<file path="config.mk">
export PLATFORM = sky130hd
export DESIGN_NAME = dna_port_sequencer
export DESIGN_NICKNAME = d
export VERILOG_FILES = /design/src/rtl/dna_reader_pkg.sv /design/src/rtl/dna_clkgen.sv /design/src/rtl/dna_port_sequencer.sv
export SDC_FILE = /design/constraint.sdc
export NUM_CORES = 1
export LEC_CHECK = 0
export BUFFER_PORTS_ARGS = -buffer_cell sky130_fd_sc_hd__buf_4
export CAP_MARGIN = 20
export CORE_UTILIZATION = 45
export CTS_CLUSTER_SIZE = 40
export DETAILED_ROUTE_END_ITERATION = 16
export GPL_ROUTABILITY_DRIVEN = 0
export MAX_ROUTING_LAYER = met4
export PLACE_DENSITY = 0.75
export SYNTH_ARGS = -nofsm -noshare
export SYNTH_HDL_FRONTEND = slang
export SYNTH_SLANG_ARGS = --single-unit
</file>
<file path="constraint.sdc">
create_clock -name ACLK -period 3.7 [get_ports ACLK]
set_input_delay 0.185 -clock ACLK [delete_from_list [all_inputs] [get_ports ACLK]]
set_output_delay 0.185 -clock ACLK [all_outputs]
set_load 0.02 [all_outputs]
</file>
<file path="src/rtl/dna_reader_pkg.sv">
// dna_reader_pkg: shared constants and state encoding for the DNA_PORT sequencer
package dna_reader_pkg;
  localparam int DNA_WIDTH = 57;
  localparam int DNA_EDGES = 58;
  typedef enum logic [1:0] {IDLE, LOAD, SHIFT, DONE} dna_state_t;
endpackage

</file>
<file path="src/rtl/dna_clkgen.sv">
// dna_clkgen: divides clk into the DNA_CLK level with one-cycle strobes on the cycle each edge is driven
module dna_clkgen #(
  parameter int CLK_DIV = 2
) (
  input  logic clk,
  input  logic rst,
  input  logic restart,
  input  logic run,
  output logic dna_clk,
  output logic rise_stb,
  output logic fall_stb
);
  localparam int PW = CLK_DIV > 1 ? $clog2(CLK_DIV) : 1;
  logic [PW-1:0] phase;
  logic wrap;
  assign wrap = run && phase == PW'(CLK_DIV - 1);
  assign rise_stb = wrap && !dna_clk;
  assign fall_stb = wrap && dna_clk;
  always_ff @(posedge clk or posedge rst) begin
    if (rst) begin
      phase <= '0;
      dna_clk <= 1'b0;
    end else if (restart) begin
      phase <= '0;
      dna_clk <= 1'b0;
    end else if (run) begin
      phase <= wrap ? '0 : phase + 1'b1;
      dna_clk <= dna_clk ^ wrap;
    end
  end
endmodule

</file>
<file path="src/rtl/dna_port_sequencer.sv">
// dna_port_sequencer: reads the 57-bit device DNA serially from DNA_PORT and presents it in parallel
module dna_port_sequencer
  import dna_reader_pkg::*;
#(
  parameter int CLK_DIV = 2,
  parameter bit AUTO_READ = 1'b1
) (
  input  logic        ACLK,
  input  logic        ARESET,
  input  logic        start,
  output logic        busy,
  output logic        dna_valid,
  output logic [56:0] dna_value,
  output logic [31:0] dna_word_lo,
  output logic [31:0] dna_word_hi,
  output logic        DNA_CLK,
  output logic        DNA_READ,
  output logic        DNA_SHIFT,
  output logic        DNA_DIN,
  input  logic        DNA_DOUT
);
  dna_state_t state, state_n;
  logic first, accept, run, capture, load_end, finish, rise, fall;
  logic [5:0] cnt;
  dna_clkgen #(.CLK_DIV(CLK_DIV)) u_clkgen (
    .clk(ACLK),
    .rst(ARESET),
    .restart(accept),
    .run(run),
    .dna_clk(DNA_CLK),
    .rise_stb(rise),
    .fall_stb(fall)
  );
  always_ff @(posedge ACLK or posedge ARESET) begin
    if (ARESET) state <= IDLE;
    else state <= state_n;
  end
  always_comb begin
    state_n = state == IDLE  ? (accept ? LOAD : IDLE) :
              state == LOAD  ? (load_end ? SHIFT : LOAD) :
              state == SHIFT ? (finish ? DONE : SHIFT) : IDLE;
  end
  always_comb begin
    accept = state == IDLE && (start || first);
    run = state == LOAD || state == SHIFT;
    load_end = state == LOAD && fall;
    capture = state == SHIFT && rise;
    finish = state == SHIFT && fall && cnt == 6'(DNA_WIDTH);
  end
  // DOUT is sampled on the same clk edge that raises DNA_CLK, before DNA_PORT shifts
  always_ff @(posedge ACLK or posedge ARESET) begin
    if (ARESET) begin
      first <= AUTO_READ;
      busy <= 1'b0;
      dna_valid <= 1'b0;
      dna_value <= '0;
      DNA_READ <= 1'b0;
      DNA_SHIFT <= 1'b0;
      cnt <= '0;
    end else begin
      first <= 1'b0;
      if (accept) begin
        busy <= 1'b1;
        dna_valid <= 1'b0;
        dna_value <= '0;
        DNA_READ <= 1'b1;
        cnt <= '0;
      end
      if (load_end) begin
        DNA_READ <= 1'b0;
        DNA_SHIFT <= 1'b1;
      end
      if (capture) begin
        dna_value <= {dna_value[55:0], DNA_DOUT};
        cnt <= cnt + 1'b1;
      end
      if (finish) begin
        DNA_SHIFT <= 1'b0;
        busy <= 1'b0;
        dna_valid <= 1'b1;
      end
    end
  end
  assign dna_word_lo = dna_value[31:0];
  assign dna_word_hi = {7'b0, dna_value[56:32]};
  assign DNA_DIN = 1'b0;
endmodule

</file>
Word level (Yosys, flattened, before mapping). Index checks and enable logic that the tools add are counted.

Input port bits: 4. Flip-flop bits (word level): 72. Logic and storage cells: 55.

Reduce and logical (&&, ||, !) cells: 17. Add/sub/neg operators: 2. Bitwise operators: 1. Equality and inequality tests: 3. Muxes and demuxes: 22.

Operators with widths (count): $mux 57 (2); $mux 1 (14); $mux 6 (2); $reduce_bool 2->1 (5); $logic_and 1x1->1 (8); $mux 2 (4); $add 6x1->6 const B (1); $eq 6x6->1 const B (1); $eq 2x1->1 const B (1); $eq 2x2->1 const B (1); $logic_not 2->1 (1); $logic_or 1x1->1 (2); $add 1x1->1 const B (1); $logic_not 1->1 (1); $xor 1x1->1 (1).

Logic depth before layout (Yosys ltp).
Depth in word-level cells: 10. Gate-level depth with buffers: 10.

By module. Synthesis repeated with hierarchy kept, for this count alone.

Cells, all modules: 263. Area total of the unflattened synthesis: 3244.4 µm².

Modules (own cells, without submodules): dna_port_sequencer (area an instance 3135.5 µm², cells each 252, instances 1); dna_clkgen (area an instance 108.9 µm², cells each 11, instances 1).

Least setup slack after synthesis. OpenSTA, ideal clock, no wires.

Path type: register to register. Start point: register state[0]. End point: register cnt[3]. Buffers on the path: 2. Cell stages (with the launch flop): 10. Data required time: 3.570 ns. Path slack: 1.759 ns. Data arrival time: 1.811 ns. Setup time: 0.130 ns. Path through: dfrtp_1 -> inv_1 -> ha_1 -> and2_1 -> ha_1 -> and2_1 -> buf_6 -> buf_2 -> o221ai_1 -> o31ai_1.

Cells in the longest elaborated chain, start to end: 6. Elaborated cells between the ends (all ways): 10. Those cells by class: 2 x eq/ne; 1 x mux; 7 x reduce/logical.

Ends and longest elaborated chain: start, declared (RTL line dna_port_sequencer.sv:22) `dna_state_t state, state_n;`; start signal, assigned (RTL line dna_port_sequencer.sv:36) `else state <= state_n;`; $eq 2x1->1 / $eq 2x2->1 (equally long branches) (RTL line dna_port_sequencer.sv:45, dna_port_sequencer.sv:47); $logic_or 1x1->1 (RTL line dna_port_sequencer.sv:45) `run = state == LOAD || state == SHIFT;`; $logic_and 1x1->1 (RTL line dna_clkgen.sv:16) `assign wrap = run && phase == PW'(CLK_DIV - 1);`; $logic_and 1x1->1 (RTL line dna_clkgen.sv:17) `assign rise_stb = wrap && !dna_clk;`; $logic_and 1x1->1 (RTL line dna_port_sequencer.sv:47) `capture = state == SHIFT && rise;`; $mux 6 / $reduce_bool 2->1 (equally long branches); end signal, assigned (RTL line dna_port_sequencer.sv:75) `cnt <= cnt + 1'b1;`; end, declared (RTL line dna_port_sequencer.sv:24) `logic [5:0] cnt;`.

Parallel ways exist; a longest one is shown, timed or not. A chain may end at the register's enable or synchronous reset.

Worst setup path in the final report.
Start point: register state[0]. End point: register dna_value[26].

Cells in the longest elaborated chain, start to end: 6. Elaborated cells between the ends (all ways): 10. Those cells by class: 2 x eq/ne; 1 x mux; 7 x reduce/logical.

Ends and longest elaborated chain: $eq 2x1->1 / $eq 2x2->1 (equally long branches) (RTL line dna_port_sequencer.sv:45, dna_port_sequencer.sv:47); $logic_or 1x1->1 (RTL line dna_port_sequencer.sv:45); $logic_and 1x1->1 (RTL line dna_clkgen.sv:16); $logic_and 1x1->1 (RTL line dna_clkgen.sv:17); $logic_and 1x1->1 (RTL line dna_port_sequencer.sv:47); $mux 57 / $reduce_bool 2->1 (equally long branches); end signal, assigned (RTL line dna_port_sequencer.sv:74) `dna_value <= {dna_value[55:0], DNA_DOUT};`; end, declared (RTL line dna_port_sequencer.sv:13) `output logic [56:0] dna_value,`.

Parallel ways exist; a longest one is shown, timed or not.

==> impl_metrics.ini <==
[yosys]
syn_area_sq_um = 3260
yosysWarnings = 0
synth_cell_types = 31
syn_area_per_cell_sq_um = 12.4
syn_inst = 262
synth-edff-count = 0
synthFlopType = dfrtp_1
ys_seq_area_frac = 0.554
ys_ff_latch = 72
synthArstFlopShare = 1.00

[cts]
cts_inserted_buffers = 9
cts_setup_buffers = 0
htreeDepth = 3
insertion_delay_ns = 0.35
root_buffer = clkbuf_8
clk_path_buf_depth = 2
cts_tree = built
post_cts_resized = 0
cts_sinks = 72
ctsHoldBuffers = 0
clk_pin_slew_ns = 0.08

[pwr]
leakage_nw = 2.14
power.total_mw = 1.96
ir_drop_v = 0.000357
power.density_nw_per_um2 = 486

[drt]
detailedRoute.firstIterationViolations = 66
avgRoutedWirePerCell_microns = 14.3
drt_pass1_iterations = 4
antenna_left = 0
avgViaCountPerCell = 5.02
drt_wl_total_microns = 6130
num_vias = 2150
drcViolationCount = 0

[flow_run]
maxCapViolCount = 0

[setup_path]
criticalPathCategory = reg2reg
reg2reg_from = state[0]
cp_max_fo = 59
crit_chain = inv_1, ha_1, and2_1, ha_1, and2_2, nor2_8, a22o_1
path_buf_inv = 1
cp-start-kind = flip-flop
reg2reg_to = dna_value[26]
cp_data_arrival_time_ns = 2.63
cp-end-kind = flip-flop
worstPathRequired_ns = 3.98
critical-path-top-delay-family = simple AND/OR/NAND/NOR gates
ff2ff_setup_slack_ns = 1.35
reg2regPathDepth = 7
crit_cells = 7
crit_top_cell = ha_1
critPathSlowestCell = nor2_8
cp_slowest_stage_delay_ns = 0.58

[outcome]
outcome = finished clean

[timing]
min_period_ns = 2.35
final.setup.worst_slack_ns = 1.35
rsz0062_at_grt = no
drv_slew = 0
slew_headroom = 0.446
setup-tns-final_ns = 0
worst_pin_slew_ns = 0.830
hold_violations = 0
final.period_utilization = 0.635
finalSetupViolCount = 0
clock.fmax_ghz = 0.426
finClkSkew_ns = 0.00818

[grt]
overflow = 0
grt_start_max_net_pins = 61
grt_pass1_vias = 1881
antenna_found_initial = 0
grt_pass1_wl_microns = 9620
track_usage = 0.175

[final_layout]
syn_to_final_growth_pct = 23.9
diodes = 0
regArea_sq_um = 1800
layout_common_cells = 124 x buf_4, 71 x dfrtp_1, 58 x a22o_1
layout-drive-gt1-share = 0.443
multiInputGateArea_sq_um = 886
num-fill-cells = 593
layout.cells.most_common = buf_4
final_nets = 338

[die]
design.core.area_sq_um = 6910
die_y_microns = 87.1
die_width_microns = 87.1
initial_core_util = 0.471
core.rowCount = 30
die_area_sq_um = 7580
io_pins = 131

[place]
io_buffer_count = 122
hpwl_microns = 4060
pre_cts_ws_ns = 1.36

[worst_hold_path]
hold_path.class = in2async
-- report_power, final --
part,internal [mW],switching [mW],leakage [nW]
Sequential,0.816,0.0212,0.984
Clock,0.517,0.297,0.126
Combinational,0.0961,0.216,1.03
-- routing by layer --
layer,global-route usage,vias to the layer above,share of wire
met2,0.258,105,0.47
met4,0.0682,0,0.016
li1,-,989,-
met3,0.0531,10,0.071
met1,0.226,1046,0.45
met5,-,-,0
-- worst max path at each step --
stage | start | end | slack (ns)
final | state[0] | dna_value[26] | 1.35
after global routing | state[0] | dna_value[32] | 1.18
after CTS | state[0] | dna_value[32] | 1.33
after detailed placement | state[0] | cnt[4] | 1.36
after global placement | state[0] | cnt[4] | 1.42
after floorplan | ARESET | DNA_READ | 1.69
-- flip-flops by register name, indices dropped and copies added (netlist names), named ones only --
| signal | cells |
|---|---|
| state | 1 |
| u_clkgen.dna_clk | 1 |
| DNA_SHIFT | 1 |
| cnt | 6 |
| dna_value | 57 |
| first | 1 |
| u_clkgen.phase | 1 |
| dna_valid | 1 |
| DNA_READ | 1 |
| busy | 1 |
-- final cells by class --
cell class,instances,share of cell area
repair buffers,124,0.231
inverters,7,0.00651
clock buffers,9,0.0307
flip-flops and latches,72,0.447
multi-input cells,113,0.220
clock inverters,7,0.0357
well taps,96,0.0298
-- kinds of logic after synthesis --
group / synth area share
buffers and inverters: 0.184
AOI/OAI and AO/OA: 0.185
DFF: 0.554
and+or+nand+nor: 0.0377
adders and majority gates: 0.0269
xor gates and xnor gates: 0.00538
muxes: 0.00653
other: 0.00115
-- stage by stage --
step	utilization	std cells	hold slack, ns	area [sq um]
5_1_grt	0.584	428	0.0610	4030
3_3_place_gp	0.545	412	0.411	3770
2_1_floorplan	-	270	0.325	3290
6_report	0.584	428	0.000470	4030
3_5_place_dp	0.545	412	0.421	3770
4_1_cts	0.584	428	0.0347	4030
-- cells in the mapped netlist (all sizes together), types with 2 or more instances --
cell type   n  area, sq um
a21oi       2         10.0
inv         7         26.3
o21ai       4         20.0
buf        78          572
nor2        8         46.3
a22o       58          508
and2        2         12.5
ha          7         87.6
xnor2       2         17.5
dfrtp      71         1780
nand3       4         20.0
nand2       3         11.3
(Power assumes the default switching activity.)
